<file path="config.mk">
export PLATFORM = sky130hd
export DESIGN_NAME = bist_vec_ctrl
export DESIGN_NICKNAME = d
export VERILOG_FILES = /design/src/rtl/bist_pkg.sv /design/src/rtl/sisr_compactor.sv /design/src/rtl/bist_vec_ctrl.sv
export SDC_FILE = /design/constraint.sdc
export NUM_CORES = 1
export LEC_CHECK = 0
export CAP_MARGIN = 30
export CORE_MARGIN = 4
export CORE_UTILIZATION = 45
export CTS_CLUSTER_SIZE = 12
export DETAILED_ROUTE_END_ITERATION = 16
export GPL_ROUTABILITY_DRIVEN = 0
export PLACE_DENSITY = 0.84
export SLEW_MARGIN = 0
export SYNTH_ARGS = -nofsm -noshare
export SYNTH_HDL_FRONTEND = slang
export SYNTH_SLANG_ARGS = --single-unit
export TNS_END_PERCENT = 100
</file>
<file path="constraint.sdc">
create_clock -name clk -period 4.11 [get_ports clk]
set_input_delay 0.822 -clock clk [delete_from_list [all_inputs] [get_ports clk]]
set_output_delay 0.822 -clock clk [all_outputs]
set_load 0.02 [all_outputs]
</file>
<file path="src/rtl/bist_pkg.sv">
// Shared types, widths and polynomials for the BIST vector controller family.
package bist_pkg;

  localparam int unsigned VEC_W = 10;
  localparam int unsigned SIG_W = 16;

  // Feedback taps at bits 9 and 6: x^10 + x^7 + 1, period 1023.
  localparam logic [VEC_W-1:0] LFSR_TAPS = 10'h240;
  localparam logic [SIG_W-1:0] SIG_POLY  = 16'h1021;

  typedef enum logic [1:0] {IDLE, RUN, DONE} state_t;

  function automatic logic [VEC_W-1:0] lfsr_next(input logic [VEC_W-1:0] v);
    return {v[VEC_W-2:0], ^(v & LFSR_TAPS)};
  endfunction

endpackage

</file>
<file path="src/rtl/sisr_compactor.sv">
// Serial-input signature register with a ones counter; clear has priority over enable.
module sisr_compactor
  import bist_pkg::*;
#(
  parameter logic [SIG_W-1:0] SIG_INIT = 16'hFFFF,
  parameter int unsigned      CNT_W    = 11
) (
  input  logic             clk,
  input  logic             rst_n,
  input  logic             i_clear,
  input  logic             i_enable,
  input  logic             i_data,
  output logic [SIG_W-1:0] o_signature,
  output logic [CNT_W-1:0] o_ones_count
);

  logic [SIG_W-1:0] r_sig;
  logic [CNT_W-1:0] r_ones;
  logic             w_fb;

  assign w_fb = r_sig[SIG_W-1] ^ i_data;

  always_ff @(posedge clk) begin
    if (!rst_n) begin
      r_sig  <= '0;
      r_ones <= '0;
    end else if (i_clear) begin
      r_sig  <= SIG_INIT;
      r_ones <= '0;
    end else if (i_enable) begin
      r_sig  <= {r_sig[SIG_W-2:0], 1'b0} ^ (w_fb ? SIG_POLY : '0);
      r_ones <= r_ones + CNT_W'(i_data);
    end
  end

  assign o_signature  = r_sig;
  assign o_ones_count = r_ones;

endmodule

</file>
<file path="src/rtl/bist_vec_ctrl.sv">
// BIST controller: drives a 10-input cone from an LFSR and compacts its output.
module bist_vec_ctrl
  import bist_pkg::*;
#(
  parameter int unsigned      NUM_VEC   = 1023,
  parameter logic [VEC_W-1:0] LFSR_SEED = 10'h001,
  parameter logic [SIG_W-1:0] SIG_INIT  = 16'hFFFF
) (
  input  logic             clk,
  input  logic             rst_n,
  input  logic             start,
  input  logic             abort,
  output logic [VEC_W-1:0] vec_out,
  output logic             vec_valid,
  input  logic             o_in,
  output logic             busy,
  output logic             done,
  output logic [SIG_W-1:0] signature,
  output logic [10:0]      ones_count
);

  localparam logic [VEC_W-1:0] LAST_CNT = VEC_W'(NUM_VEC - 1);

  state_t           r_state;
  logic [VEC_W-1:0] r_vec;
  logic [VEC_W-1:0] r_cnt;
  logic             r_valid;
  logic             r_busy;
  logic             r_done;
  logic             w_clear;
  logic             w_enable;

  // Compactor follows the FSM: cleared on accepted start, fed every non-aborted RUN cycle.
  assign w_clear  = (r_state == IDLE) && start;
  assign w_enable = (r_state == RUN) && !abort;

  always_ff @(posedge clk) begin
    if (!rst_n) begin
      r_state <= IDLE;
      r_vec   <= '0;
      r_cnt   <= '0;
      r_valid <= 1'b0;
      r_busy  <= 1'b0;
      r_done  <= 1'b0;
    end else begin
      case (r_state)
        IDLE: begin
          if (start) begin
            r_state <= RUN;
            r_vec   <= LFSR_SEED;
            r_cnt   <= '0;
            r_valid <= 1'b1;
            r_busy  <= 1'b1;
          end
        end
        RUN: begin
          if (abort) begin
            r_state <= IDLE;
            r_vec   <= '0;
            r_valid <= 1'b0;
            r_busy  <= 1'b0;
          end else if (r_cnt == LAST_CNT) begin
            r_state <= DONE;
            r_vec   <= '0;
            r_valid <= 1'b0;
            r_busy  <= 1'b0;
            r_done  <= 1'b1;
          end else begin
            r_vec <= lfsr_next(r_vec);
            r_cnt <= r_cnt + 1'b1;
          end
        end
        DONE: begin
          r_state <= IDLE;
          r_done  <= 1'b0;
        end
        default: r_state <= IDLE;
      endcase
    end
  end

  sisr_compactor #(
    .SIG_INIT (SIG_INIT),
    .CNT_W    (11)
  ) u_sisr (
    .clk          (clk),
    .rst_n        (rst_n),
    .i_clear      (w_clear),
    .i_enable     (w_enable),
    .i_data       (o_in),
    .o_signature  (signature),
    .o_ones_count (ones_count)
  );

  assign vec_out   = r_vec;
  assign vec_valid = r_valid;
  assign busy      = r_busy;
  assign done      = r_done;

endmodule
</file>
# Word level (Yosys, flattened, before mapping)
# Index checks and enable logic that the tools add are counted.
# totals
inputBits	5
word_cells	56
reg_bits	51
rom_bits	0
latch_bits	0
ram_bits	0
mem_count	0
out_inout_bits	40
# classes
add_sub_neg	2
div	0
eq_ne	8
order_cmp	0
shift	0
n_mul	0
bitwise	3
n_reduce_logical	14
mux	22
# ops
operator	count
$mux 10	6
$pmux 10 s2	2
$mux 16	2
$xor 16x16->16	1
$mux 13	1
$add 11x1->11	1
$add 10x1->10 const B	1
$eq 10x10->1 const B	1
$reduce_xor 10->1	1
$mux 2	3
$ne 2x2->1 const B	3
$reduce_and 3->1	2
$reduce_bool 2->1	3
$mux 1	5
$pmux 1 s2	2
$pmux 2 s2	1
$reduce_and 2->1	2
$reduce_and 4->1	1
$ne 3x2->1 const B	1
$eq 2x1->1 const B	1
$eq 2x2->1 const B	1
$logic_and 1x1->1	2
$logic_not 2->1	1
$ne 2x1->1 const B	1
other kinds (4)	4

# Depth between registers and ports, before layout
# depth
word_depth	5
depth_mapped	7
depth_no_buf	6

# By module
# From an unflattened synthesis, not the netlist that was laid out.
# unflattened
hier_cells	233
area_unflattened_um2	2213.4
# by_module_without_submodules
module	area_per_inst_um2	cells_per_inst	instances	seq_area_each_um2
sisr_compactor	1166.1	114	1	540.5
bist_vec_ctrl	1047.3	119	1	480.5

# Worst setup path before layout
# No wires, ideal clock.
# synth_path
path_kind	input-to-reg
from	input o_in
to	register u_sisr.r_ones[10], in the netlist u_sisr.o_ones_count[10]
slack_ns	2.072
t_arrival_ns	1.968
path_buffers	0
setup_time_ns	0.070
path_stages	6
required_time_ns	4.040
cell_sequence	ha_1 -> ha_1 -> and4bb_2 -> nand3_1 -> or3_1 -> a21oi_1
# synth_between
elab_chain_len	1
# synth_rtl
item	line	rtl
start: declaration	bist_vec_ctrl.sv:15	input logic o_in,
$add 11x1->11	sisr_compactor.sv:32	r_ones <= r_ones + CNT_W'(i_data);
end signal: assignment	sisr_compactor.sv:32	
end: declaration	sisr_compactor.sv:18	logic [CNT_W-1:0] r_ones;
# Every way passes these cells.
# A chain may end at the register's enable or synchronous reset.

# Final worst setup path
# layout_path
from	input abort
to	register u_sisr.r_sig[0], in the netlist u_sisr.o_signature[0]
# layout_between
elab_chain_len	3
# layout_rtl
item	line	rtl
start: declaration	bist_vec_ctrl.sv:12	input logic abort,
$logic_not 1->1	bist_vec_ctrl.sv:35	assign w_enable = (r_state == RUN) && !abort;
$logic_and 1x1->1	bist_vec_ctrl.sv:35	
$reduce_bool 2->1 (no line)	n/a	
end signal: assignment	sisr_compactor.sv:31	r_sig <= {r_sig[SIG_W-2:0], 1'b0} ^ (w_fb ? SIG_POLY : '0);
end: declaration	sisr_compactor.sv:17	logic [SIG_W-1:0] r_sig;
# Every way passes these cells.

==> flow_summary.json <==
{
  "status": "finished clean",
  "fin_crit_sh_pct": 66.95,
  "clock-sinks": 51,
  "ys_warn_count": 0,
  "htreeDepth": 2,
  "grt_first_pass_wirelength_um": 8438,
  "syn2layout_area_growth_pct": 25.23,
  "fin_crit_ns": 2.752,
  "ys_seq_area_share_pct": 47.78,
  "slowest_stage": "or3b_1",
  "final_cell_mix": "51 x dfxtp_1, 44 x clkdlybuf4s50_1, 26 x nor2_1, 19 x nand2_1, 16 x a21oi_1",
  "max_stage_delay_ns": 0.67,
  "worst_pin_slew_ns": 0.7811,
  "drt-total-wl_um": 4876,
  "crit_buf_inv": 1,
  "postCtsSetupBuffers": 0,
  "wl_per_cell_um": 14.78,
  "final.fill_count": 385,
  "grt_max_degree": 26,
  "antenna_found_initial": 0,
  "tns_ns": 0,
  "port-buffer-count": 44,
  "synthSimpleGateAreaFrac_pct": 21.31,
  "post_cts_resized": 0,
  "cp_max_fo": 25,
  "synth-compound-area-share_pct": 19.73,
  "clkLatencyLatePin_ns": 0.31,
  "layoutNonFillerInstCount": 330,
  "ir_worst_vdd_mv": 0.2408,
  "syn_area_um2": 2137,
  "arrival_ns": 2.96,
  "drc": 0,
  "synthesis.nets": 247,
  "viasPerCell": 5.788,
  "num_rows": 24,
  "synthArstFlopShare_pct": 0,
  "synth_top_family_by_area": "simple AND/OR/NAND/NOR gates",
  "antennaDiodeCount": 0,
  "skew_ns": 0.005411,
  "dp_cells": 322,
  "grt_pass1_vias": 1791,
  "vias": 1910,
  "nNetsFinal": 286,
  "power_density_nw_per_um2": 357.4,
  "first_iter_violations": 112,
  "die_area_um2": 5915,
  "die_y_um": 76.91,
  "rsz0062_at_grt": "false",
  "final_common_cell": "dfxtp_1",
  "first_pass_iters": 5,
  "holdWs_ns": 0.4874,
  "synth_xor_area_share_pct": 4.098,
  "layout-drive-gt1-share_pct": 7.554,
  "synth-adder-area-share_pct": 2.342,
  "path_class": "in2reg",
  "relSlewSlack_pct": 47.93,
  "slew_violations": 0,
  "synthCells": 238,
  "cts_inserted_buffers": 5,
  "multiInputGateArea_um2": 1025,
  "grt_usage_pct": 17.27,
  "cts_tree": "done",
  "drtAntennaViolNets": 0,
  "ys_types": 42,
  "cts.reportedPaths.clkPinSlew_ns": 0.09,
  "hp-class": "reg2reg",
  "path_cells": "clkdlybuf4s50_1 > or3b_1 > nand2_1 > o221a_2",
  "start_util_pct": 47.76,
  "clockBufferDepth": 2,
  "startpoint_type": "input port",
  "hold_violations": 0,
  "io_pins": 45,
  "synth-edff-count": 0,
  "syn_area_per_cell_um2": 8.979,
  "synth.area.mux_share_pct": 0.4684,
  "postCtsHoldBufs": 0,
  "core_area_um2": 4474,
  "final-seq-area_um2": 1021,
  "die_w_um": 76.91,
  "max_freq_ghz": 0.3634,
  "worstPathRequired_ns": 4.32,
  "ys_seq_elements": 51,
  "setup_viol": 0,
  "cts_root_buf": "clkbuf_8",
  "drv_cap": 0,
  "synthFlopType": "dfxtp_1",
  "place.detailed.hpwl_um": 3379,
  "power.leakage_uw": 0.0009160,
  "crit_family": "simple AND/OR/NAND/NOR gates",
  "crit_path_end_kind": "flop",
  "grt_overflow": 0
}
-- flip-flops by register name, summed over array words and instances, names as in the netlist --
signal / flops
r_state: 2
done: 1
r_cnt: 10
vec_out: 10
u_sisr.o_signature: 16
busy: 1
u_sisr.o_ones_count: 11
-- path summary, 6_finish.rpt --
path / from / endpoint / slack (ns) / cells after the start
worst max-delay path: abort / u_sisr.o_signature[0] / 1.36 / 4
worst min register to register: u_sisr.o_ones_count[0] / u_sisr.o_ones_count[0] / 0.49 / 2
worst min-delay path: u_sisr.o_ones_count[0] / u_sisr.o_ones_count[0] / 0.49 / 2
worst max register to register: r_state[1] / u_sisr.o_signature[0] / 1.99 / 3
-- logic make-up after synthesis --
group,Yosys count
AO/OA/AOI/OAI,63
AND/OR/NAND/NOR,89
XOR/XNOR,10
buffers and inverters,20
adder cells (fa/ha/maj),4
multiplexers,1
flip-flops,51
-- worst reg2reg max path: stages (launching register included) --
cell	delay, ns
dfxtp_1	0.46
or3b_1	0.67
nand2_1	0.48
o221a_2	0.40
-- cells in the mapped netlist (4+ instances only) --
cell type / count / share of area [%]
a21oi_1: 16 / 3.7
a22oi_1: 10 / 3.5
buf_2: 4 / 0.94
clkbuf_1: 7 / 1.2
dfxtp_1: 51 / 48
ha_1: 4 / 2.3
inv_1: 6 / 1.1
nand2_1: 19 / 3.3
nand3_1: 11 / 2.6
nor2_1: 26 / 4.6
nor3_1: 5 / 1.2
o21ai_0: 9 / 2.1
o221a_2: 6 / 3.2
o22ai_1: 11 / 3.2
or3_1: 4 / 1.2
xnor2_1: 8 / 3.3
-- per-stage QoR --
step           total power [uW]  cell area (um2)  utilization, %  setup WS, ns
2_1_floorplan             620.8             2137               -         2.072
3_3_place_gp              673.6             2589           57.86         1.158
3_5_place_dp              675.2             2589           57.86         1.110
4_1_cts                   964.3             2676           59.82         1.426
5_1_grt                   997.0             2676           59.82         1.311
6_report                  956.5             2676           59.82         1.358
-- layer usage --
layer | track usage, % | up-vias | wire, um
met5 | 0 | - | 0
met4 | 6.159 | 0 | 58
met3 | 5.152 | 6 | 252
met2 | 26.22 | 63 | 2212
met1 | 23.18 | 902 | 2353
li1 | - | 939 | -
-- layout make-up --
class | count | area share, %
multi-input combinational | 167 | 38.29
clock inverter | 3 | 0.7013
inverter | 6 | 0.8415
timing repair buffer | 46 | 17.02
tap | 52 | 2.431
clock buffer | 5 | 2.571
sequential | 51 | 38.15
-- power by group --
group | internal, uW | switching (uW)
Sequential | 513 | 18.2
Combinational | 58.9 | 74.8
Clock | 120 | 171
Note: power is estimated with default switching activity, not from simulation.
